==> config.mk <==
export PLATFORM = sky130hd
export DESIGN_NAME = stopwatch_record_regfile_57_flat
export DESIGN_NICKNAME = d
export VERILOG_FILES = /design/src/rtl/stopwatch_record_regfile_57_if.sv /design/src/rtl/stopwatch_record_regfile_57.sv /design/src/flat_wrapper.sv
export SDC_FILE = /design/constraint.sdc
export NUM_CORES = 1
export LEC_CHECK = 0
export CORE_ASPECT_RATIO = 1.25
export CORE_UTILIZATION = 57
export CTS_CLUSTER_DIAMETER = 200
export DETAILED_ROUTE_END_ITERATION = 6
export PLACE_DENSITY_LB_ADDON = 0.25
export SLEW_MARGIN = 10
export SYNTH_ARGS = -nofsm -noshare
export SYNTH_HDL_FRONTEND = slang
export SYNTH_SLANG_ARGS = --single-unit
==> constraint.sdc <==
create_clock -name clk_50m_57 -period 5.1 [get_ports clk_50m_57]
set_clock_uncertainty 0.2 [all_clocks]
set_input_delay 0.765 -clock clk_50m_57 [delete_from_list [all_inputs] [get_ports clk_50m_57]]
set_output_delay 0.765 -clock clk_50m_57 [all_outputs]
set_load 0.05 [all_outputs]
==> src/rtl/stopwatch_record_regfile_57_if.sv <==
// stopwatch_record_regfile_57_if: lap capture, read request and read-data bus of the lap-record store.
interface stopwatch_record_regfile_57_if #(parameter int W = 7);
   logic         record_e_57;
   logic         clear_57;
   logic [W-1:0] stopwatch_sec_57;
   logic [W-1:0] stopwatch_min_57;
   logic [W-1:0] stopwatch_hour_57;
   logic         read_e_57;
   logic [2:0]   read_addr_57;
   logic [W-1:0] record_stopwatch_sec_57;
   logic [W-1:0] record_stopwatch_min_57;
   logic [W-1:0] record_stopwatch_hour_57;
   logic         record_valid_57;
   logic [3:0]   record_count_57;
   logic         full_57;
   modport master (
      output record_e_57, clear_57, stopwatch_sec_57, stopwatch_min_57, stopwatch_hour_57,
             read_e_57, read_addr_57,
      input  record_stopwatch_sec_57, record_stopwatch_min_57, record_stopwatch_hour_57,
             record_valid_57, record_count_57, full_57
   );
   modport slave (
      input  record_e_57, clear_57, stopwatch_sec_57, stopwatch_min_57, stopwatch_hour_57,
             read_e_57, read_addr_57,
      output record_stopwatch_sec_57, record_stopwatch_min_57, record_stopwatch_hour_57,
             record_valid_57, record_count_57, full_57
   );
endinterface

==> src/rtl/stopwatch_record_regfile_57.sv <==
// stopwatch_record_regfile_57: DEPTH-entry ring of stopwatch laps with registered logical-index reads.
// Define STOPWATCH_RECORD_NO_OVERWRITE_EN to drop laps when full instead of overwriting the oldest.
module stopwatch_record_regfile_57 #(
   parameter int DEPTH = 5,
   parameter int W     = 7
) (
   input logic                          clk_50m_57,
   input logic                          rst_n_57,
   stopwatch_record_regfile_57_if.slave bus
);
   localparam logic [3:0] DEPTH_C = 4'(DEPTH);
   localparam logic [2:0] LAST_C  = 3'(DEPTH - 1);
   logic [3*W-1:0] mem_q [DEPTH];
   logic [3*W-1:0] mem_d [DEPTH];
   logic [3*W-1:0] rd_q, rd_d;
   logic           valid_q, valid_d;
   logic [2:0]     wp_q, wp_d;
   logic [3:0]     count_q, count_d;
   logic           full, hit, wr;
   logic [2:0]     oldest, phys;
   logic [3:0]     sum;
   always_comb begin
      full = count_q == DEPTH_C;
`ifdef STOPWATCH_RECORD_NO_OVERWRITE_EN
      oldest = '0;
      wr     = bus.record_e_57 && !full;
`else
      oldest = full ? wp_q : '0;
      wr     = bus.record_e_57;
`endif
      // addr < count <= DEPTH keeps sum below 2*DEPTH, so one subtraction is a full mod
      sum     = {1'b0, oldest} + {1'b0, bus.read_addr_57};
      phys    = sum >= DEPTH_C ? 3'(sum - DEPTH_C) : sum[2:0];
      hit     = {1'b0, bus.read_addr_57} < count_q;
      mem_d   = mem_q;
      wp_d    = wp_q;
      count_d = count_q;
      rd_d    = rd_q;
      valid_d = valid_q;
      if (bus.clear_57) begin
         mem_d   = '{default: '0};
         wp_d    = '0;
         count_d = '0;
         rd_d    = '0;
         valid_d = 1'b0;
      end else begin
         if (bus.read_e_57) begin
            rd_d    = hit ? mem_q[phys] : '0;
            valid_d = hit;
         end
         if (wr) begin
            mem_d[wp_q] = {bus.stopwatch_hour_57, bus.stopwatch_min_57, bus.stopwatch_sec_57};
            wp_d        = wp_q == LAST_C ? '0 : wp_q + 3'd1;
            count_d     = full ? count_q : count_q + 4'd1;
         end
      end
   end
   always_ff @(posedge clk_50m_57) begin
      if (!rst_n_57) begin
         mem_q   <= '{default: '0};
         wp_q    <= '0;
         count_q <= '0;
         rd_q    <= '0;
         valid_q <= 1'b0;
      end else begin
         mem_q   <= mem_d;
         wp_q    <= wp_d;
         count_q <= count_d;
         rd_q    <= rd_d;
         valid_q <= valid_d;
      end
   end
   assign {bus.record_stopwatch_hour_57, bus.record_stopwatch_min_57, bus.record_stopwatch_sec_57} = rd_q;
   assign bus.record_valid_57 = valid_q;
   assign bus.record_count_57 = count_q;
   assign bus.full_57         = full;
endmodule

==> src/flat_wrapper.sv <==
// flat-port wrapper written by rule: the top's interface ports become plain ports
module stopwatch_record_regfile_57_flat 
#(
   parameter int DEPTH = 5,
   parameter int W     = 7
)
  (clk_50m_57, rst_n_57, bus_record_e_57, bus_clear_57, bus_stopwatch_sec_57, bus_stopwatch_min_57, bus_stopwatch_hour_57, bus_read_e_57, bus_read_addr_57, bus_record_stopwatch_sec_57, bus_record_stopwatch_min_57, bus_record_stopwatch_hour_57, bus_record_valid_57, bus_record_count_57, bus_full_57);
  stopwatch_record_regfile_57_if #(.W(W)) bus_i ();
  input logic clk_50m_57;
  input logic rst_n_57;
  input wire logic [$bits(bus_i.record_e_57)-1:0] bus_record_e_57;
  input wire logic [$bits(bus_i.clear_57)-1:0] bus_clear_57;
  input wire logic [$bits(bus_i.stopwatch_sec_57)-1:0] bus_stopwatch_sec_57;
  input wire logic [$bits(bus_i.stopwatch_min_57)-1:0] bus_stopwatch_min_57;
  input wire logic [$bits(bus_i.stopwatch_hour_57)-1:0] bus_stopwatch_hour_57;
  input wire logic [$bits(bus_i.read_e_57)-1:0] bus_read_e_57;
  input wire logic [$bits(bus_i.read_addr_57)-1:0] bus_read_addr_57;
  output wire logic [$bits(bus_i.record_stopwatch_sec_57)-1:0] bus_record_stopwatch_sec_57;
  output wire logic [$bits(bus_i.record_stopwatch_min_57)-1:0] bus_record_stopwatch_min_57;
  output wire logic [$bits(bus_i.record_stopwatch_hour_57)-1:0] bus_record_stopwatch_hour_57;
  output wire logic [$bits(bus_i.record_valid_57)-1:0] bus_record_valid_57;
  output wire logic [$bits(bus_i.record_count_57)-1:0] bus_record_count_57;
  output wire logic [$bits(bus_i.full_57)-1:0] bus_full_57;
  assign bus_i.record_e_57 = bus_record_e_57;
  assign bus_i.clear_57 = bus_clear_57;
  assign bus_i.stopwatch_sec_57 = bus_stopwatch_sec_57;
  assign bus_i.stopwatch_min_57 = bus_stopwatch_min_57;
  assign bus_i.stopwatch_hour_57 = bus_stopwatch_hour_57;
  assign bus_i.read_e_57 = bus_read_e_57;
  assign bus_i.read_addr_57 = bus_read_addr_57;
  assign bus_record_stopwatch_sec_57 = bus_i.record_stopwatch_sec_57;
  assign bus_record_stopwatch_min_57 = bus_i.record_stopwatch_min_57;
  assign bus_record_stopwatch_hour_57 = bus_i.record_stopwatch_hour_57;
  assign bus_record_valid_57 = bus_i.record_valid_57;
  assign bus_record_count_57 = bus_i.record_count_57;
  assign bus_full_57 = bus_i.full_57;
  stopwatch_record_regfile_57 #(.DEPTH(DEPTH), .W(W)) u_core (.clk_50m_57(clk_50m_57), .rst_n_57(rst_n_57), .bus(bus_i));
endmodule
# Word-level counts from Yosys, hierarchy flattened
# Cells that the tools add are included.
[classes] n_addsub=4 order_cmp=5 n_eq_ne=2 muxes=10 bitwise_logic=4 reduce_logical=3
[op_table] cell="$bwmux W105" count=1
[op_table] cell="$mux W21" count=4
[op_table] cell="$bmux W21 S3" count=1
[op_table] cell="$demux W21 S3" count=1
[op_table] cell="$mux W3" count=3
[op_table] cell="$ge A4 B4 Y1 const B" count=2
[op_table] cell="$not A3 Y4" count=2
[op_table] cell="$add A3 B3 Y4" count=1
[op_table] cell="$add A4 B1 Y4 const B" count=1
[op_table] cell="$eq A4 B3 Y1 const B" count=1
[op_table] cell="$ge A4 B3 Y1 const B" count=1
[op_table] cell="$lt A3 B4 Y1" count=1
[op_table] cell="$lt A4 B1 Y1 const B" count=1
[op_table] cell="$add A3 B1 Y3 const B" count=1
[op_table] cell="$eq A3 B3 Y1 const B" count=1
[op_table] cell="$sub A3 B3 Y3 const B" count=1
[op_table] cell="$not A1 Y1" count=2
[op_table] cell="$reduce_and A2 Y1" count=1
[op_table] cell="$reduce_or A2 Y1" count=1
[op_table] cell="$logic_and A1 B1 Y1" count=1
[totals] regBits=134 inputBits=29 word_cells=37

# Depth between registers and ports, before layout
# Gate-level depths: netlist of the first run.
[depth] ltp_word=10 mapped_depth=16 mapped_depth_nobuf=14

# Worst setup path before layout of the first run
# Ideal clock, no wire load.
[synth_path] path_type="flip-flop to flip-flop" startpoint="reg u_core.count_q[0], in the netlist u_core.bus.record_count_57[0]" endpoint="reg u_core.rd_q[11]" setup_time_ns=0.069 t_arrival_ns=3.848 required_ns=4.831 path_slack_ns=0.984 path_stages_with_launch=12 n_path_buf=1 synth_period_minus_slack_ns=4.116 path_cell_list="dfxtp_1 ha_1 nand2_1 nor2_1 and2_1 ha_1 xor2_1 mux2_4 or4_4 buf_6 or3_1 o21ai_1"
[synth_between] elab_chain_len=10 elab_cells_between_ends=12 classes_between="add/sub (2); order compare (2); eq/ne (1); mux (6); bitwise (1)"
[synth_lines] item="start: declaration" line_no="stopwatch_record_regfile_57.sv:18" text="logic [3:0] count_q, count_d;"
[synth_lines] item="start signal: assignment" line_no="stopwatch_record_regfile_57.sv:68" text="count_q <= count_d;"
[synth_lines] item="$eq A4 B3 Y1 (*)" line_no="stopwatch_record_regfile_57.sv:23" text="full = count_q == DEPTH_C;"
[synth_lines] item="via bus_full_57" line_no="flat_wrapper.sv:23" text="output wire logic [$bits(bus_i.full_57)-1:0] bus_full_57;"
[synth_lines] item="$mux W3 (*)" line_no="stopwatch_record_regfile_57.sv:28" text="oldest = full ? wp_q : '0;"
[synth_lines] item="$add A3 B3 Y4 (*)" line_no="stopwatch_record_regfile_57.sv:32" text="sum = {1'b0, oldest} + {1'b0, bus.read_addr_57};"
[synth_lines] item="$ge A4 B3 Y1 / $sub A3 B3 Y3 (equally long branches)" line_no="stopwatch_record_regfile_57.sv:33" text="phys = sum >= DEPTH_C ? 3'(sum - DEPTH_C) : sum[2:0];"
[synth_lines] item="$mux W3 (*)" line_no="stopwatch_record_regfile_57.sv:33"
[synth_lines] item="$not A3 Y4 (not written as such) (*)" line_no="stopwatch_record_regfile_57.sv:48" text="rd_d = hit ? mem_q[phys] : '0;"
[synth_lines] item="$bmux W21 S3 (*)" line_no="stopwatch_record_regfile_57.sv:48"
[synth_lines] item="$mux W21 (not written as such) (*) (2 in series)" line_no="stopwatch_record_regfile_57.sv:48"
[synth_lines] item="$mux W21 (*)" line_no="stopwatch_record_regfile_57.sv:48"
[synth_lines] item="end signal: assignment" line_no="stopwatch_record_regfile_57.sv:69" text="rd_q <= rd_d;"
[synth_lines] item="end: declaration" line_no="stopwatch_record_regfile_57.sv:15" text="logic [3*W-1:0] rd_q, rd_d;"
# The timed path passes the listed nets; every way through them passes the cells marked *. The select of a mux whose other input is x is not followed.
# A chain may end at the register's enable or synchronous reset.

# Worst setup path after layout of the first run
[layout_path] startpoint="reg u_core.count_q[1], in the netlist u_core.bus.record_count_57[1]" endpoint="reg u_core.rd_q[15]"
[layout_between] elab_chain_len=10 elab_cells_between_ends=12 classes_between="add/sub (2); order compare (2); eq/ne (1); mux (6); bitwise (1)"
[layout_lines] item="$eq A4 B3 Y1" line_no="stopwatch_record_regfile_57.sv:23"
[layout_lines] item="$mux W3" line_no="stopwatch_record_regfile_57.sv:28"
[layout_lines] item="$add A3 B3 Y4" line_no="stopwatch_record_regfile_57.sv:32"
[layout_lines] item="$ge A4 B3 Y1 / $sub A3 B3 Y3 (equally long branches)" line_no="stopwatch_record_regfile_57.sv:33"
[layout_lines] item="$mux W3" line_no="stopwatch_record_regfile_57.sv:33"
[layout_lines] item="$not A3 Y4 (not written as such)" line_no="stopwatch_record_regfile_57.sv:48"
[layout_lines] item="$bmux W21 S3" line_no="stopwatch_record_regfile_57.sv:48"
[layout_lines] item="$mux W21 (not written as such) (2 in series)" line_no="stopwatch_record_regfile_57.sv:48"
[layout_lines] item="$mux W21 (*)" line_no="stopwatch_record_regfile_57.sv:48"
# Every way passes the cells marked *; elsewhere a longest branch is shown, timed or not. The select of a mux whose other input is x is not followed.

==> results.cfg, run 1 <==
[clock_network]
clk_latency_ns = 0.42
cts_made_buffers = 17
cts.repair.resized = 0
clockBufferDepth = 2
cts_root_buf = clkbuf_16
holdBufCountCts = 0
cts_tree = done
clock_sinks = 134
cts.htree.levels = 4
postCtsSetupBuffers = 0
clk_pin_slew_ns = 0.06

[finish]
antennaDiodeCount = 0
mostFrequentLayoutCell = nand2_1
areaGrowthSynthToFinish_pct = 20.3
instances_no_fill = 931
layout_common_cells = nand2_1 (237), dfxtp_1 (134), a21oi_1 (130)
layout.nets = 830
drive_above_1_share_pct = 7.11
fin_area_um2 = 7050

[global_route]
grt_pass1_vias = 5299
grtUsageTotal_pct = 32.2
grt_max_degree = 88
overflow = 0
grt_pass1_wl_mm = 26.0
antenna_found_initial = 0

[floorplanning]
core.rowCount = 41
start_util_pct = 58.3
die_w_um = 92.7
die_h_um = 115
num_io_pins = 56
coreArea_um2 = 10100
dieArea_um2 = 10700

[critical_path]
reg2reg_slack_ns = 0.99
critPathKind = register to register
r2r_cells = 15
r2r-end = u_core.rd_q[15]
cp.arrival_ns = 4.26
cp-end-kind = register
timing.rr.start = u_core.bus.record_count_57[1]
startpoint_type = register
path_max_fanout = 23
required_ns = 5.25

[yosys]
ys_warn_count = 0
synth_seq_cells = 134
syn_nets = 802
synthCells = 761
postSynth.asyncResetShare_pct = 0
synth_ff_type = dfxtp_1
ys_seq_area_share_pct = 45.8
avgSynthCellArea_um2 = 7.70
synth_cell_type_count = 48
synth-edff-count = 0
syn_area_um2 = 5860

[timing]
max_slew_margin_pct = 19.6
finalSetupTns_ns = 0
setup_viol = 0
timing.final.crit_share_pct = 80.6
fin_crit_ns = 4.11
rsz0062_at_grt = no
slew_viol_final = 0
worstMarginPinSlew_ns = 1.20
fmax_mhz = 243
finalHoldViolations = 0

[drt]
ant_nets = 0
post-route-drc-count = 0
firstDrtPassIters = 7
drt-total-wl_mm = 16.4
viasPerCell = 5.91
drt-initial-drc-count = 463
via_count = 5498
drt-wirelength-per-cell_um = 17.6

[min_path]
holdPathStages = 2
whs_endpoint = u_core.mem_q[63]
hp-class = register to register
holdCritStartpoint = u_core.mem_q[63]

[pwr]
total_power_mw = 2.61
p_leak_nw = 2.41
p_per_area_nw_per_um2 = 370
ir_drop_mv = 0.291

[run_status]
status = complete, no violations

[job]
drv_cap = 0

[placement]
portBuffers = 55
place_area_um2 = 6400
routabilityCongestion = 0.857
dp_hpwl_mm = 9.87
dp.cells = 899
==> metal layers <==
metal | vias to the layer above | part of all wire, % | track usage (%)
li1 | 2658 | - | -
met1 | 2572 | 38 | 35.5
met2 | 232 | 52 | 58.1
met3 | 36 | 7.5 | 7.14
met4 | 0 | 2.4 | 16.0
met5 | - | 0 | 0
==> kinds of logic after synthesis <==
| logic type | Yosys count | synth area share, % |
|---|---|---|
| buffers and inverters | 65 | 5.64 |
| adder cells (fa/ha/maj) | 12 | 2.69 |
| XOR/XNOR | 4 | 0.598 |
| AND/OR/NAND/NOR | 319 | 22.6 |
| multiplexers | 4 | 0.790 |
| AO/OA/AOI/OAI | 223 | 21.9 |
| flip-flops | 134 | 45.8 |
==> synthesized netlist by cell type, types with 2 or more instances <==
master | number | area, um^2
xnor2_1 | 3 | 26.3
nand2b_1 | 6 | 37.5
or3_1 | 20 | 125
nor2b_1 | 3 | 18.8
o21ai_1 | 19 | 95.1
inv_1 | 6 | 22.5
clkbuf_1 | 43 | 161
and2_1 | 2 | 12.5
nor2_1 | 34 | 128
nand2_1 | 237 | 890
buf_2 | 3 | 15.0
ha_1 | 11 | 138
buf_6 | 3 | 33.8
a211oi_1 | 2 | 15.0
mux2i_1 | 2 | 20.0
clkbuf_8 | 4 | 55.1
dfxtp_1 | 134 | 2680
nor3_1 | 2 | 10.0
a221o_1 | 2 | 20.0
buf_4 | 2 | 15.0
a22oi_1 | 21 | 158
a21oi_1 | 130 | 651
nand3_1 | 7 | 35.0
a31oi_1 | 2 | 12.5
and3_1 | 2 | 12.5
o31ai_1 | 20 | 150
o22ai_1 | 20 | 125
==> layout make-up <==
cell class	instances	area, um^2
inverter	7	26.3
sequential	134	2680
clock inverter	11	171
clock buffer	21	480
tap	129	161
multi-input combinational	562	2890
timing repair buffer	67	641
fill	812	3000
==> metrics by stage <==
step | hold WS, ns | utilization, % | setup WS, ns
2_1_floorplan | 0.236 | - | 0.984
3_3_place_gp | 0.241 | 63.7 | 0.694
3_5_place_dp | 0.246 | 63.7 | 0.648
4_1_cts | 0.253 | 70.1 | 1.04
5_1_grt | 0.266 | 70.1 | 0.814
6_report | 0.252 | 70.1 | 0.987
==> flip-flops by register name, summed over array words and instances, names as in the netlist <==
name and count:
u_core.mem_q 105, u_core.wp_q 3, u_core.bus.record_count_57 4, u_core.bus.record_valid_57 1
u_core.rd_q 21
==> power breakdown <==
group	leakage (nW)	switching (mW)	internal, mW	total [mW]
Combinational	1.01	0.135	0.0745	0.210
Sequential	1.08	0.00805	1.06	1.07
Clock	0.315	0.460	0.870	1.33
Total	2.41	0.603	2.00	2.61
==> critical path, cell delays in order, from the launching register on <==
cell	delay, ns
dfxtp_1	0.38
inv_1	0.08
ha_1	0.19
nand2_1	0.11
nor3_1	0.06
ha_1	0.21
fa_1	0.63
inv_1	0.12
ha_1	0.25
nand2b_1	0.13
a221oi_4	0.08
buf_4	0.25
a31oi_2	0.80
buf_4	0.32
o22ai_1	0.10
o21ai_1	0.13
==> worst max-delay path by stage <==
stage                             startpoint         endpoint  slack [ns]  depth (start not counted)
2_1_floorplan  u_core.bus.record_count_57[0]  u_core.rd_q[11]        0.98                         11
3_3_place_gp             bus_read_addr_57[0]  u_core.rd_q[17]        0.69                         12
3_5_place_dp             bus_read_addr_57[0]  u_core.rd_q[12]        0.65                         12
4_1_cts        u_core.bus.record_count_57[1]  u_core.rd_q[15]        1.04                         15
5_1_grt        u_core.bus.record_count_57[1]   u_core.rd_q[6]        0.81                         16
6_report       u_core.bus.record_count_57[1]  u_core.rd_q[15]        0.99                         15
No activity file was read; power rests on OpenSTA's default activity.
==> run 2, diff against run 1 <==
clock period = 4.1 ns   (was 5.1 ns; I/O delays follow)
==> run 2 against run 1 <==
Against the previous run: clock power grew 5%; critical path depth is 1 lower; critical path type unchanged; first-iteration DRC count increased by 15%; non-clock buffer count is 14 higher.
==> results.cfg, run 2 (synthesis results as in run 1) <==
[run_status]
status = complete, no violations

[drt]
drt-total-wl_mm = 16.6
ant_nets = 0
post-route-drc-count = 0
drt-wirelength-per-cell_um = 17.6
drt-initial-drc-count = 532
viasPerCell = 5.98
via_count = 5649
firstDrtPassIters = 6

[floorplanning]
die_h_um = 115
dieArea_um2 = 10700
coreArea_um2 = 10100
num_io_pins = 56
core.rowCount = 41
die_w_um = 92.7
start_util_pct = 58.3

[global_route]
top_usage_layer = met2
grt_pass1_vias = 5466
overflow = 0
grtUsageTotal_pct = 32.6
grt_pass1_wl_mm = 26.5
antenna_found_initial = 0
gr-usage-met1_pct = 35.9
grt_max_degree = 96
grt_util_met3_pct = 7.54
grtUsageMet2_pct = 59.3

[critical_path]
cp_top_family = adder cells
critPathKind = register to register
cpPeakStageDelay_ns = 0.50
startpoint_type = register
path_buf_inv = 3
cp-end-kind = register
path_max_fanout = 11
cp.arrival_ns = 3.87
path_cells = inv_1 > ha_1 > nand2_1 > nor3_1 > ha_1 > fa_1 > inv_1 > ha_1 > nand2b_1 > a221oi_4 > mux2i_2 > buf_4 > o22ai_1 > o31ai_1
slowest_stage = fa_1
required_ns = 4.21
crit_top_cell = ha_1

[finish]
drive_above_1_share_pct = 8.09
layout.nets = 844
mostFrequentLayoutCell = nand2_1
seqCellArea_um2 = 2680
top_register = u_core.mem_q
fill_cells = 802
layout_common_cells = nand2_1 (237), dfxtp_1 (134), a21oi_1 (130)
antennaDiodeCount = 0
largest_register_ffs = 105
instances_no_fill = 945
fin_util_pct = 70.4
areaGrowthSynthToFinish_pct = 20.8
fin_area_um2 = 7080
multi_input_area_um2 = 2890

[timing]
rsz0062_at_grt = no
setup_viol = 0
finalSetupTns_ns = 0
slew_viol_final = 0
timing.final.crit_share_pct = 91.8
max_slew_margin_pct = 29.2
fmax_mhz = 266
worstMarginPinSlew_ns = 1.06
fin_crit_ns = 3.76
finalHoldViolations = 0

[clock_network]
clk_pin_slew_ns = 0.05
holdBufCountCts = 0
postCtsSetupBuffers = 0
cts_made_buffers = 17
clockBufferDepth = 2
cts_tree = done
clock_sinks = 134
clk_latency_ns = 0.41
cts.htree.levels = 4
cts_root_buf = clkbuf_16
cts.repair.resized = 0

[placement]
dp.cells = 913
portBuffers = 55
dp_hpwl_mm = 10.2
place_area_um2 = 6530
routabilityCongestion = 0.838

[pwr]
total_power_mw = 2.99
ir_drop_mv = 0.308
p_leak_nw = 2.43
p_per_area_nw_per_um2 = 423

[job]
drv_cap = 0

[min_path]
hp-class = register to register
## run 2: per-layer routing
layer / vias to the layer above / share of wire [%] / wire, um
li1: 2680 / - / -
met1: 2659 / 38 / 6240
met2: 268 / 52 / 8580
met3: 42 / 8.2 / 1360
met4: 0 / 2.6 / 431
met5: - / 0 / 0
## run 2: power breakdown
| part | internal (mW) | total (mW) | switching, mW |
|---|---|---|---|
| Sequential | 1.32 | 1.33 | 0.00978 |
| Clock | 0.862 | 1.39 | 0.530 |
| Combinational | 0.101 | 0.275 | 0.174 |
## run 2: tightest hold or removal path, delay by kind of cell, from the launching register on
family,cells,cell delay (ns)
flip-flops,1,0.30
AO/OA/AOI/OAI,1,0.05
AND/OR/NAND/NOR,1,0.05
## run 2: layout make-up
cell class                      count  share of cell area, %
Multi-Input combinational cell    562                   40.8
Sequential cell                   134                   37.9
Timing Repair Buffer               81                   10.9
Clock buffer                       24                   6.67
Tap cell                          129                   2.28
Clock inverter                      8                   1.04
Inverter                            7                  0.371
## run 2: final timing paths
kind | start | end | slack [ns] | depth (start not counted)
min | u_core.mem_q[12] | u_core.mem_q[12] | 0.25 | 2
max | u_core.bus.record_count_57[1] | u_core.rd_q[20] | 0.34 | 14
max reg2reg | u_core.bus.record_count_57[1] | u_core.rd_q[20] | 0.34 | 14
min reg2reg | u_core.mem_q[12] | u_core.mem_q[12] | 0.25 | 2
## run 2: metrics by stage
step | setup WS (ns) | hold slack (ns)
floorplan | 0.100 | 0.236
global placement | 0.290 | 0.241
CTS | 0.374 | 0.254
detailed placement | 0.164 | 0.246
global route | 0.0201 | 0.268
finish | 0.338 | 0.253
==> edit (settings of run 1) <==
`W` is set to 7 in 3 places; all go to 9.
--- a/src/rtl/stopwatch_record_regfile_57_if.sv
+++ b/src/rtl/stopwatch_record_regfile_57_if.sv
@@ -1,5 +1,5 @@
 // stopwatch_record_regfile_57_if: lap capture, read request and read-data bus of the lap-record store.
-interface stopwatch_record_regfile_57_if #(parameter int W = 7);
+interface stopwatch_record_regfile_57_if #(parameter int W = 9);
    logic         record_e_57;
    logic         clear_57;
    logic [W-1:0] stopwatch_sec_57;
--- a/src/rtl/stopwatch_record_regfile_57.sv
+++ b/src/rtl/stopwatch_record_regfile_57.sv
@@ -2,7 +2,7 @@
 // Define STOPWATCH_RECORD_NO_OVERWRITE_EN to drop laps when full instead of overwriting the oldest.
 module stopwatch_record_regfile_57 #(
    parameter int DEPTH = 5,
-   parameter int W     = 7
+   parameter int W     = 9
 ) (
    input logic                          clk_50m_57,
    input logic                          rst_n_57,
--- a/src/flat_wrapper.sv
+++ b/src/flat_wrapper.sv
@@ -2,7 +2,7 @@
 module stopwatch_record_regfile_57_flat 
 #(
    parameter int DEPTH = 5,
-   parameter int W     = 7
+   parameter int W     = 9
 )
   (clk_50m_57, rst_n_57, bus_record_e_57, bus_clear_57, bus_stopwatch_sec_57, bus_stopwatch_min_57, bus_stopwatch_hour_57, bus_read_e_57, bus_read_addr_57, bus_record_stopwatch_sec_57, bus_record_stopwatch_min_57, bus_record_stopwatch_hour_57, bus_record_valid_57, bus_record_count_57, bus_full_57);
   stopwatch_record_regfile_57_if #(.W(W)) bus_i ();
Interface: changed (6 resized); port bits go from 56 to 68. No check against the original RTL was run, so the function may have changed too.
==> edit against run 1 <==
Design area increased by 22%. Core utilization down 2.3 points. Global-route usage decreased by 1.1 points. Sequential cell count is 36 higher. Total power rose by 6.7%. Routed wire length increased by 23%. Final cell count grew 21%. Critical path depth shrank 1. Synthesized area grew 25%. Combinational power grew 21%. Worst setup slack improved by 42 ps. Maximum frequency up 1.0%. Critical path type unchanged. Largest cell class unchanged.
==> edit: results (changes against run 1) <==
Parameter                              Value

Outcome
  Result of the run ... completed

Pwr
  Leak pwr ... 2.82 nW (+17%)
  Largest voltage drop on the vdd net ... 0.230 mV (-21%)
  Pwr Density ... 324 nW/µm² (-12%)

Layout
  Clock buf count ... 24 (+14%)
  Number of ordinary inverters in the final layout ... 6 (-1)
  Fraction of layout cells with a size suffix above 1 ... 6.98% (-0.13 points)
  Number of non-clock buffers in the layout ... 88 (+31%)
  Non-clock buffer share of cell area ... 9.64% (+0.56 points)
  Fillcell total ... 1,076 (+33%)
  Non-filler instance count after layout ... 1,128 (+21%)
  Layout net count ... 996 (+20%)
  Multi-input gate count ... 666 (+19%)
  Clk cell area share ... 6.20% (-3.0 points)

GRT
  GR Util All Layers ... 31.0% (-1.1 points)
  Pin count of the biggest net entering global routing ... 85 (-3.4%)
  Met3 GRT Util ... 3.65% (-3.5 points)
  Vias in the first global route ... 6,376 (+20%)
  GR met2 Demand/Resource ... 56.8% (-1.3 points)
  Grt met1 use ... 37.4% (+1.9 points)

Detailed routing
  Detailed-route wire length on metal 1 ... 8330 µm (+33%)
  Number of iterations in the first detailed-routing pass ... 6 (-1)
  Met3 layer wire length in the routed design ... 1150 µm (-6.0%)
  Via count ... 6,744 (+23%)
  Wire length per cell after detailed routing ... 17.9 µm (+1.4%)

Logic synthesis
  Mux contribution to synthesized area ... 2.77% (+2.0 points)
  Share of synthesized area occupied by flip-flops and latches ... 46.3% (+0.52 points)
  Area share of fa/ha/maj cells after synthesis ... 2.14% (-0.55 points)
  Synth area leaders ... dfxtp_1 46%, nand2_1 15%, a21oi_1 10%
  Xor/xnor cell area share of the yosys netlist ... 0.477% (-0.12 points)
  Top cells by instance count after synthesis ... 288 x nand2_1, 170 x dfxtp_1, 153 x a21oi_1
  Post-Syn Nets ... 960 (+20%)
  Post-synthesis cell type count ... 40 (-17%)
  Ys Warns ... 0 (unchanged)
  Cell count after synthesis ... 913 (+20%)

Placement
  Number of buffers inserted by port buffering ... 67 (+22%)
  Placement-stage cell area ... 8060 µm² (+26%)
  Detailed Place HPWL ... 12,000 µm (+21%)
  Final estimated routing congestion in global placement ... 0.797 (-7.0%)

Setup path
  Reg2Reg Depth ... 14 (-1)
  Worst-path maximum fanout ... 30 (+30%)
  Setup slack of the most critical reg-to-reg path ... 1030 ps (+40 ps)
  Arrival time of data at the critical path endpoint ... 4170 ps (-90 ps)
  Reg-to-Reg End ... u_core.rd_q[19]$_SDFFE_PP0P_

Timing
  Min Hold Slack ... 253 ps (+0.566 ps)
  Transition time at the pin with the least slew margin ... 920 ps (-283 ps)

Min path
  Sink of the worst hold path ... u_core.mem_q[134]$_SDFFE_PP0P_
  Startpoint of the lowest-slack hold path ... u_core.mem_q[134]$_SDFFE_PP0P_

Die
  DIE WIDTH ... 104 µm (+12%)

Clock tree
  Clock sinks ... 170 (+27%)
[edit: cell count changes in the layout (fill, tap and decap cells not counted), sizes merged, moves of 12 or more]
cell	before	now
nand2	237	288
dfxtp	134	170
o221ai	1	26
a21oi	130	153
a22oi	21	1
o31ai	20	0
or3	20	0
and2	2	20
nor2	34	16
a41oi	0	15
o211ai	0	14
clkdlybuf4s50	55	67
mux2i	2	14
nand4	1	13
[edit: worst max-delay path, cell delays in order (launching register included)]
cell and delay [ps]:
dfxtp_1 390, inv_1 90, ha_1 170, and3b_1 220, and2_1 170, ha_1 220, fa_1 520, inv_1 60
ha_1 220, nor2b_1 150, o211ai_2 150, buf_4 360, nand3_1 500, o221ai_1 370, o211ai_1 130
[edit: power by group]
group / switching, W / internal, W / leakage [nW] / total [W]
clock network: 0.000507 / 0.000668 / 0.254 / 0.00118
logic: 0.000169 / 0.0000855 / 1.19 / 0.000254
registers: 0.00000900 / 0.00134 / 1.37 / 0.00135
total: 0.000685 / 0.00209 / 2.82 / 0.00278
